--- config.mk ---
export PLATFORM = sky130hd
export DESIGN_NAME = eeg_wram_rdr
export DESIGN_NICKNAME = d
export VERILOG_FILES = /design/src/rtl/eeg_wram_rdr.sv
export SDC_FILE = /design/constraint.sdc
export NUM_CORES = 1
export LEC_CHECK = 0
export ABC_AREA = 1
export CAP_MARGIN = 20
export CORE_ASPECT_RATIO = 1.75
export CORE_UTILIZATION = 49
export CTS_CLUSTER_DIAMETER = 50
export CTS_CLUSTER_SIZE = 8
export DETAILED_ROUTE_END_ITERATION = 10
export GPL_TIMING_DRIVEN = 0
export PLACE_DENSITY = 0.74
export SLEW_MARGIN = 0
export SYNTH_ARGS = -nofsm -noshare
export SYNTH_HDL_FRONTEND = slang
export SYNTH_SLANG_ARGS = --single-unit
--- constraint.sdc ---
create_clock -name clk -period 1.95 [get_ports clk]
set_clock_uncertainty 0.15 [all_clocks]
set_input_delay 0.4875 -clock clk [delete_from_list [all_inputs] [get_ports clk]]
set_output_delay 0.4875 -clock clk [all_outputs]
set_load 0.005 [all_outputs]
--- src/rtl/eeg_wram_rdr.sv ---
// ---------------------------------------------------------------------------
// eeg_wram_rdr
//
// Weight-RAM burst reader. A configuration (base address, word count - 1)
// is accepted in IDLE. The block then issues one WRAM address request per
// word (ISSU), collects the returned words in a small first-word-fall-through
// FIFO, and streams them to the engine. After the last address has been
// accepted it waits (DRAN) until the word tagged "last" has left the FIFO,
// then returns to IDLE.
//
// Address issue is credit limited: requests still owed by the WRAM plus
// words already sitting in the FIFO never exceed FIFO_DEPTH, so every
// returned word always has a free slot. This is why DAT_RDY is tied high.
//
// Optional feature (compile-time macro EEG_WRAM_RDR_STRIDE_EN):
//   defined   -> extra input CFG_STRIDE, address increment = latched stride
//   undefined -> no CFG_STRIDE port, address increment = 1
//
// Parameters
//   ADD_AW      WRAM word-address width
//   DAT_DW      weight-data width
//   FIFO_DEPTH  output FIFO capacity and credit limit (power of two)
//
// Ports
//   clk, rst                       clock, asynchronous active-high reset
//   IS_IDLE                        high while the FSM is in IDLE
//   CFG_INFO_VLD/RDY               configuration handshake
//   CFG_BASE_ADD, CFG_LEN          first address, word count minus 1
//   CFG_STRIDE                     address increment (stride build only)
//   ADD_VLD/RDY/LST, ADD_ADD       WRAM address request channel
//   DAT_VLD/RDY/LST, DAT_DAT       WRAM data return channel
//   OUT_VLD/RDY/LST, OUT_DAT       engine output channel
// ---------------------------------------------------------------------------
module eeg_wram_rdr #(
    parameter int ADD_AW     = 13,
    parameter int DAT_DW     = 8,
    parameter int FIFO_DEPTH = 4
) (
    input  logic              clk,
    input  logic              rst,

    output logic              IS_IDLE,

    input  logic              CFG_INFO_VLD,
    output logic              CFG_INFO_RDY,
    input  logic [ADD_AW-1:0] CFG_BASE_ADD,
    input  logic [ADD_AW-1:0] CFG_LEN,
`ifdef EEG_WRAM_RDR_STRIDE_EN
    input  logic [ADD_AW-1:0] CFG_STRIDE,
`endif

    output logic              ADD_VLD,
    output logic              ADD_LST,
    input  logic              ADD_RDY,
    output logic [ADD_AW-1:0] ADD_ADD,

    input  logic              DAT_VLD,
    input  logic              DAT_LST,
    output logic              DAT_RDY,
    input  logic [DAT_DW-1:0] DAT_DAT,

    output logic              OUT_VLD,
    output logic              OUT_LST,
    input  logic              OUT_RDY,
    output logic [DAT_DW-1:0] OUT_DAT
);

    // FIFO pointer width (at least one bit) and counter width (holds 0..FIFO_DEPTH)
    localparam int PW = (FIFO_DEPTH > 1) ? $clog2(FIFO_DEPTH) : 1;
    localparam int CW = $clog2(FIFO_DEPTH + 1);

    typedef enum logic [1:0] {
        IDLE = 2'd0,
        ISSU = 2'd1,
        DRAN = 2'd2
    } state_t;

    // Pointer advance with explicit wrap, so a depth of 1 also works.
    function automatic logic [PW-1:0] ptr_inc(input logic [PW-1:0] ptr);
        if (ptr == PW'(FIFO_DEPTH - 1)) begin
            return '0;
        end
        return ptr + PW'(1);
    endfunction

    // Requests owed by the WRAM plus words held in the FIFO.
    function automatic logic [CW:0] credit_sum(input logic [CW-1:0] owed,
                                               input logic [CW-1:0] held);
        return {1'b0, owed} + {1'b0, held};
    endfunction

    state_t            state;
    logic              is_idle_q;
    logic              cfg_rdy_q;
    logic [ADD_AW-1:0] len_q;
    logic [ADD_AW-1:0] inc;

    // issue stage
    logic [ADD_AW-1:0] add_addr_p0;
    logic [ADD_AW-1:0] k_p0;
    logic              add_vld_p0;
    logic              add_lst_p0;

    // return stage
    logic [CW-1:0]     outst_p1;
    logic [CW-1:0]     occ_p1;
    logic [PW-1:0]     wr_ptr_p1;
    logic [PW-1:0]     rd_ptr_p1;
    logic [DAT_DW:0]   mem_p1 [FIFO_DEPTH];
    logic [CW:0]       credits;
    logic              vld_p1;
    logic              head_lst_p1;

    logic              cfg_hs;
    logic              add_hs;
    logic              push;
    logic              pop;

`ifdef EEG_WRAM_RDR_STRIDE_EN
    logic [ADD_AW-1:0] stride_q;

    always_ff @(posedge clk or posedge rst) begin
        if (rst) begin
            stride_q <= '0;
        end else if (cfg_hs) begin
            stride_q <= CFG_STRIDE;
        end
    end

    assign inc = stride_q;
`else
    assign inc = ADD_AW'(1);
`endif

    assign cfg_hs  = CFG_INFO_VLD & cfg_rdy_q;
    assign credits = credit_sum(outst_p1, occ_p1);

    // Only request while a returned word is guaranteed a FIFO slot.
    assign add_vld_p0 = (state == ISSU) && (credits < (CW+1)'(FIFO_DEPTH));
    assign add_lst_p0 = (state == ISSU) && (k_p0 == len_q);
    assign add_hs     = add_vld_p0 & ADD_RDY;

    assign push = DAT_VLD;
    assign pop  = vld_p1 & OUT_RDY;

    // ---- control FSM and issue stage -------------------------------------
    always_ff @(posedge clk or posedge rst) begin
        if (rst) begin
            state       <= IDLE;
            is_idle_q   <= 1'b1;
            cfg_rdy_q   <= 1'b1;
            len_q       <= '0;
            add_addr_p0 <= '0;
            k_p0        <= '0;
        end else begin
            case (state)
                IDLE: begin
                    if (cfg_hs) begin
                        state       <= ISSU;
                        is_idle_q   <= 1'b0;
                        cfg_rdy_q   <= 1'b0;
                        len_q       <= CFG_LEN;
                        add_addr_p0 <= CFG_BASE_ADD;
                        k_p0        <= '0;
                    end
                end
                ISSU: begin
                    // Address and index only move on an accepted request,
                    // which keeps ADD_ADD/ADD_LST steady under back-pressure.
                    if (add_hs) begin
                        add_addr_p0 <= add_addr_p0 + inc;
                        k_p0        <= k_p0 + ADD_AW'(1);
                        if (add_lst_p0) begin
                            state <= DRAN;
                        end
                    end
                end
                DRAN: begin
                    if (pop && head_lst_p1) begin
                        state     <= IDLE;
                        is_idle_q <= 1'b1;
                        cfg_rdy_q <= 1'b1;
                    end
                end
                default: begin
                    state     <= IDLE;
                    is_idle_q <= 1'b1;
                    cfg_rdy_q <= 1'b1;
                end
            endcase
        end
    end

    // ---- return stage: credit counters and FIFO pointers -----------------
    always_ff @(posedge clk or posedge rst) begin
        if (rst) begin
            outst_p1  <= '0;
            occ_p1    <= '0;
            wr_ptr_p1 <= '0;
            rd_ptr_p1 <= '0;
        end else begin
            case ({add_hs, push})
                2'b10:   outst_p1 <= outst_p1 + CW'(1);
                2'b01:   outst_p1 <= outst_p1 - CW'(1);
                default: outst_p1 <= outst_p1;
            endcase

            case ({push, pop})
                2'b10:   occ_p1 <= occ_p1 + CW'(1);
                2'b01:   occ_p1 <= occ_p1 - CW'(1);
                default: occ_p1 <= occ_p1;
            endcase

            if (push) begin
                wr_ptr_p1 <= ptr_inc(wr_ptr_p1);
            end
            if (pop) begin
                rd_ptr_p1 <= ptr_inc(rd_ptr_p1);
            end
        end
    end

    // FIFO storage carries the last flag alongside the data word.
    always_ff @(posedge clk) begin
        if (push) begin
            mem_p1[wr_ptr_p1] <= {DAT_LST, DAT_DAT};
        end
    end

    // ---- output stage: first-word fall-through head ----------------------
    assign vld_p1                 = (occ_p1 != '0);
    assign {head_lst_p1, OUT_DAT} = mem_p1[rd_ptr_p1];

    assign OUT_VLD      = vld_p1;
    // Head storage is not reset, so the flag is qualified by valid.
    assign OUT_LST      = vld_p1 & head_lst_p1;

    assign ADD_VLD      = add_vld_p0;
    assign ADD_LST      = add_lst_p0;
    assign ADD_ADD      = add_addr_p0;

    assign DAT_RDY      = 1'b1;
    assign IS_IDLE      = is_idle_q;
    assign CFG_INFO_RDY = cfg_rdy_q;

endmodule
==> impl_metrics.toml, run 1 <==
[grt]
grt_pass1_wl_um = 19000
grt_overflow = 0
grt_max_degree = 28
grt_use_total_pct = 27.0
grt_pass1_vias = 4118
antenna_found_initial = 0

[drt]
ant_nets = 0
drcViolationCount = 0
vias = 4247
drt-vias-per-instance = 5.49
routed_wirelength_um = 13700
initialDrtViolationCount = 309
wl_per_cell_um = 17.7
dr.pass1.iters = 5

[yosys]
synthCells = 519
ys_warn_count = 0
yosysTopAreaCell = "dfrtp_1"
synth_top_area_share_pct = 28.8
synthTopCellsByCount = "nand2_1 (137), inv_1 (61), nor2_1 (60)"
synth_top_cells_by_area = "dfrtp_1 (29%), edfxtp_1 (24%), nand2_1 (12%), o21ai_0 (5.5%), inv_1 (5.2%)"
synth_nets = 573
synth_edf_count = 36
ys_seq_area_share_pct = 53.7
synth_area_mm2 = 0.00444
ys_seq_elements = 88
synth.most_common_cell = "nand2_1"
synthFlopType = "dfrtp_1"
synth_cell_types = 35
synthArstFlopShare_pct = 59.1
avgSynthCellArea_um2 = 8.55

[power]
p_leak_nw = 2.90
ir_drop_mv = 0.753
power_density_mw_per_mm2 = 1550

[status]
violations = "setup timing"
outcome = "complete, but fails checks"

[cells_and_area]
drive_gt1_share_pct = 29.2
area_growth_syn_to_layout_pct = 47.3
nets = 706
antenna_cells = 0
fillers = 558
final_area_mm2 = 0.00654
final_util_pct = 74.9

[clock_tree]
cts_buffer_depth = 2
numCtsBuffers = 9
numClockSinks = 88
clk_latency_ns = 0.34
cts_tree = "yes"
ctsRootBufferMaster = "clkbuf_16"
clk_pin_slew_worst_paths_ns = 0.06
htreeDepth = 3

[timing]
setup_tns_ns = -2.68
setup_viol = 17
slew_headroom_pct = 59.4
worstMarginPinSlew_ns = 0.608
fin_crit_sh_pct = 115
hold_slack_ns = 0.368
fin_ws_ns = -0.302
layout_min_cycle_time_ns = 2.25
drv_slew = 0
fmax_ghz = 0.444
hold_violations = 0
rsz0062_at_grt = "yes"

[worst_setup_path]
cp_data_required_time_ns = 1.31
cp-start-kind = "register"
crit_path_max_incr_delay_ns = 0.47
critPathCaptureType = "primary output"
crit_type = "register to primary output"
arrival_ns = 1.61
worstPathCellList = "xnor2_1 > nand2_1 > nor2_2 > nand2_1 > nor2_2 > buf_2"
critPathSlowestCell = "dfrtp_1"
r2r_cells = 12
crit_fanout = 3

[min_path]
worstHoldPathCells = 1
hold_class = "register to register"

[die]
start_util_pct = 50.8
die_h_um = 128
fp.dieArea_mm2 = 0.00945
die_w_um = 73.9
rows = 45
pin_count = 69
core_mm2 = 0.00873

[placement]
postPlaceCellArea_mm2 = 0.00529
dp_hpwl_um = 7980
gp_congestion = 0.892
numPortBuffers = 67

[job]
cap_violations = 0
==> final cells by class <==
type                    instances  area (um2)  share of cell area, %
flip-flops and latches         88        2390                   36.6
multi-input cells             351        2080                   31.8
repair buffers                121        1140                   17.4
inverters                      65         279                   4.27
clock buffers                   9         225                   3.45
plain buffers                  16         173                   2.64
well taps                     117         146                   2.24
clock inverters                 7         104                   1.59
==> power breakdown <==
group	internal, W	switching, W
Clock	0.00114	0.000759
Combinational	0.00248	0.00280
Sequential	0.00251	0.000417
Total	0.00613	0.00398
==> per-layer routing <==
layer	share of wire [%]	global-route usage [%]
met4	4.8	14.6
met5	0	0
met1	34	27.8
met2	57	49.8
met3	4.7	4.56
==> critical path, delay by kind of cell, from the launching register on <==
kind                      cells  cell delay [ns]
buffers and inverters         1             0.12
DFF                           1             0.47
and+or+nand+nor               4             0.45
xor gates and xnor gates      1             0.23
==> state kept, by name (all words and copies together), names as in the netlist <==
register / count
mem_p1: 36
ADD_ADD: 13
k_p0: 13
len_q: 13
occ_p1: 3
outst_p1: 3
rd_ptr_p1: 2
state: 2
wr_ptr_p1: 2
CFG_INFO_RDY: 1
==> cell usage in the layout (no fill, tap or decap), types with 7 or more instances in the layout <==
cell type and instances:
nand2_2 7, edfxtp_1 36, buf_2 12, clkbuf_16 15, inv_1 47, nand4_1 10, o21ai_2 10, nand3_1 23
dfrtp_1 44, clkdlybuf4s50_1 52, inv_2 9, xnor2_1 7, nor2_1 36, o21ai_0 28, o21ai_1 11, buf_4 44
nor2_2 15, ha_1 8, nor2_4 11, buf_8 8, dfrtp_2 7, a21oi_1 11, nand2_1 127
==> through the flow <==
step                setup WS [ns]  power, W  std cells
floorplan                 -0.0874   0.00493        519
global placement            -1.05   0.00621        703
detailed placement         -0.849   0.00637        704
CTS                        -0.234   0.00894        755
global route               -0.342    0.0106        774
finish                     -0.302    0.0101        774
==> worst paths after layout <==
path                        startpoint     endpoint  slack (ns)
setup / recovery              k_p0[10]      ADD_LST       -0.30
hold / removal             outst_p1[0]  outst_p1[0]        0.37
setup reg to reg             occ_p1[1]    occ_p1[2]       -0.18
hold reg to reg            outst_p1[0]  outst_p1[0]        0.37
max in group asynchronous          rst   ADD_ADD[0]        0.68
min in group asynchronous          rst    occ_p1[2]        0.39
==> kinds of logic (layout without fill, tap and decap cells) <==
kind of cell / Yosys count / count (layout) / share of synthesized area [%]
and+or+nand+nor: 247 / 248 / 23.4
DFF: 88 / 88 / 53.7
AOI/OAI and AO/OA: 81 / 81 / 9.76
buffers and inverters: 81 / 218 / 7.48
adders and majority gates: 13 / 13 / 4.01
xor gates and xnor gates: 8 / 8 / 1.58
other: 1 / 1 / 0.0845
==> what timing repair did <==
| item | 4_1_cts | 5_1_grt |
|---|---|---|
| gates cloned | 2 | 4 |
| setup buffers | 33 | 15 |
| setup endpoints to repair | 27 | 61 |
| resized for setup | 126 | 94 |
| hold buffers | 0 | 0 |
| pin swaps | 17 | 26 |
No activity file was read; power rests on OpenSTA's default activity.
==> inputs of run 2 (changes only) <==
Settings changed: CAP_MARGIN 20 to 0.
==> results of run 2 <==
Final layout, timing and power as in run 1 (identical DEF).
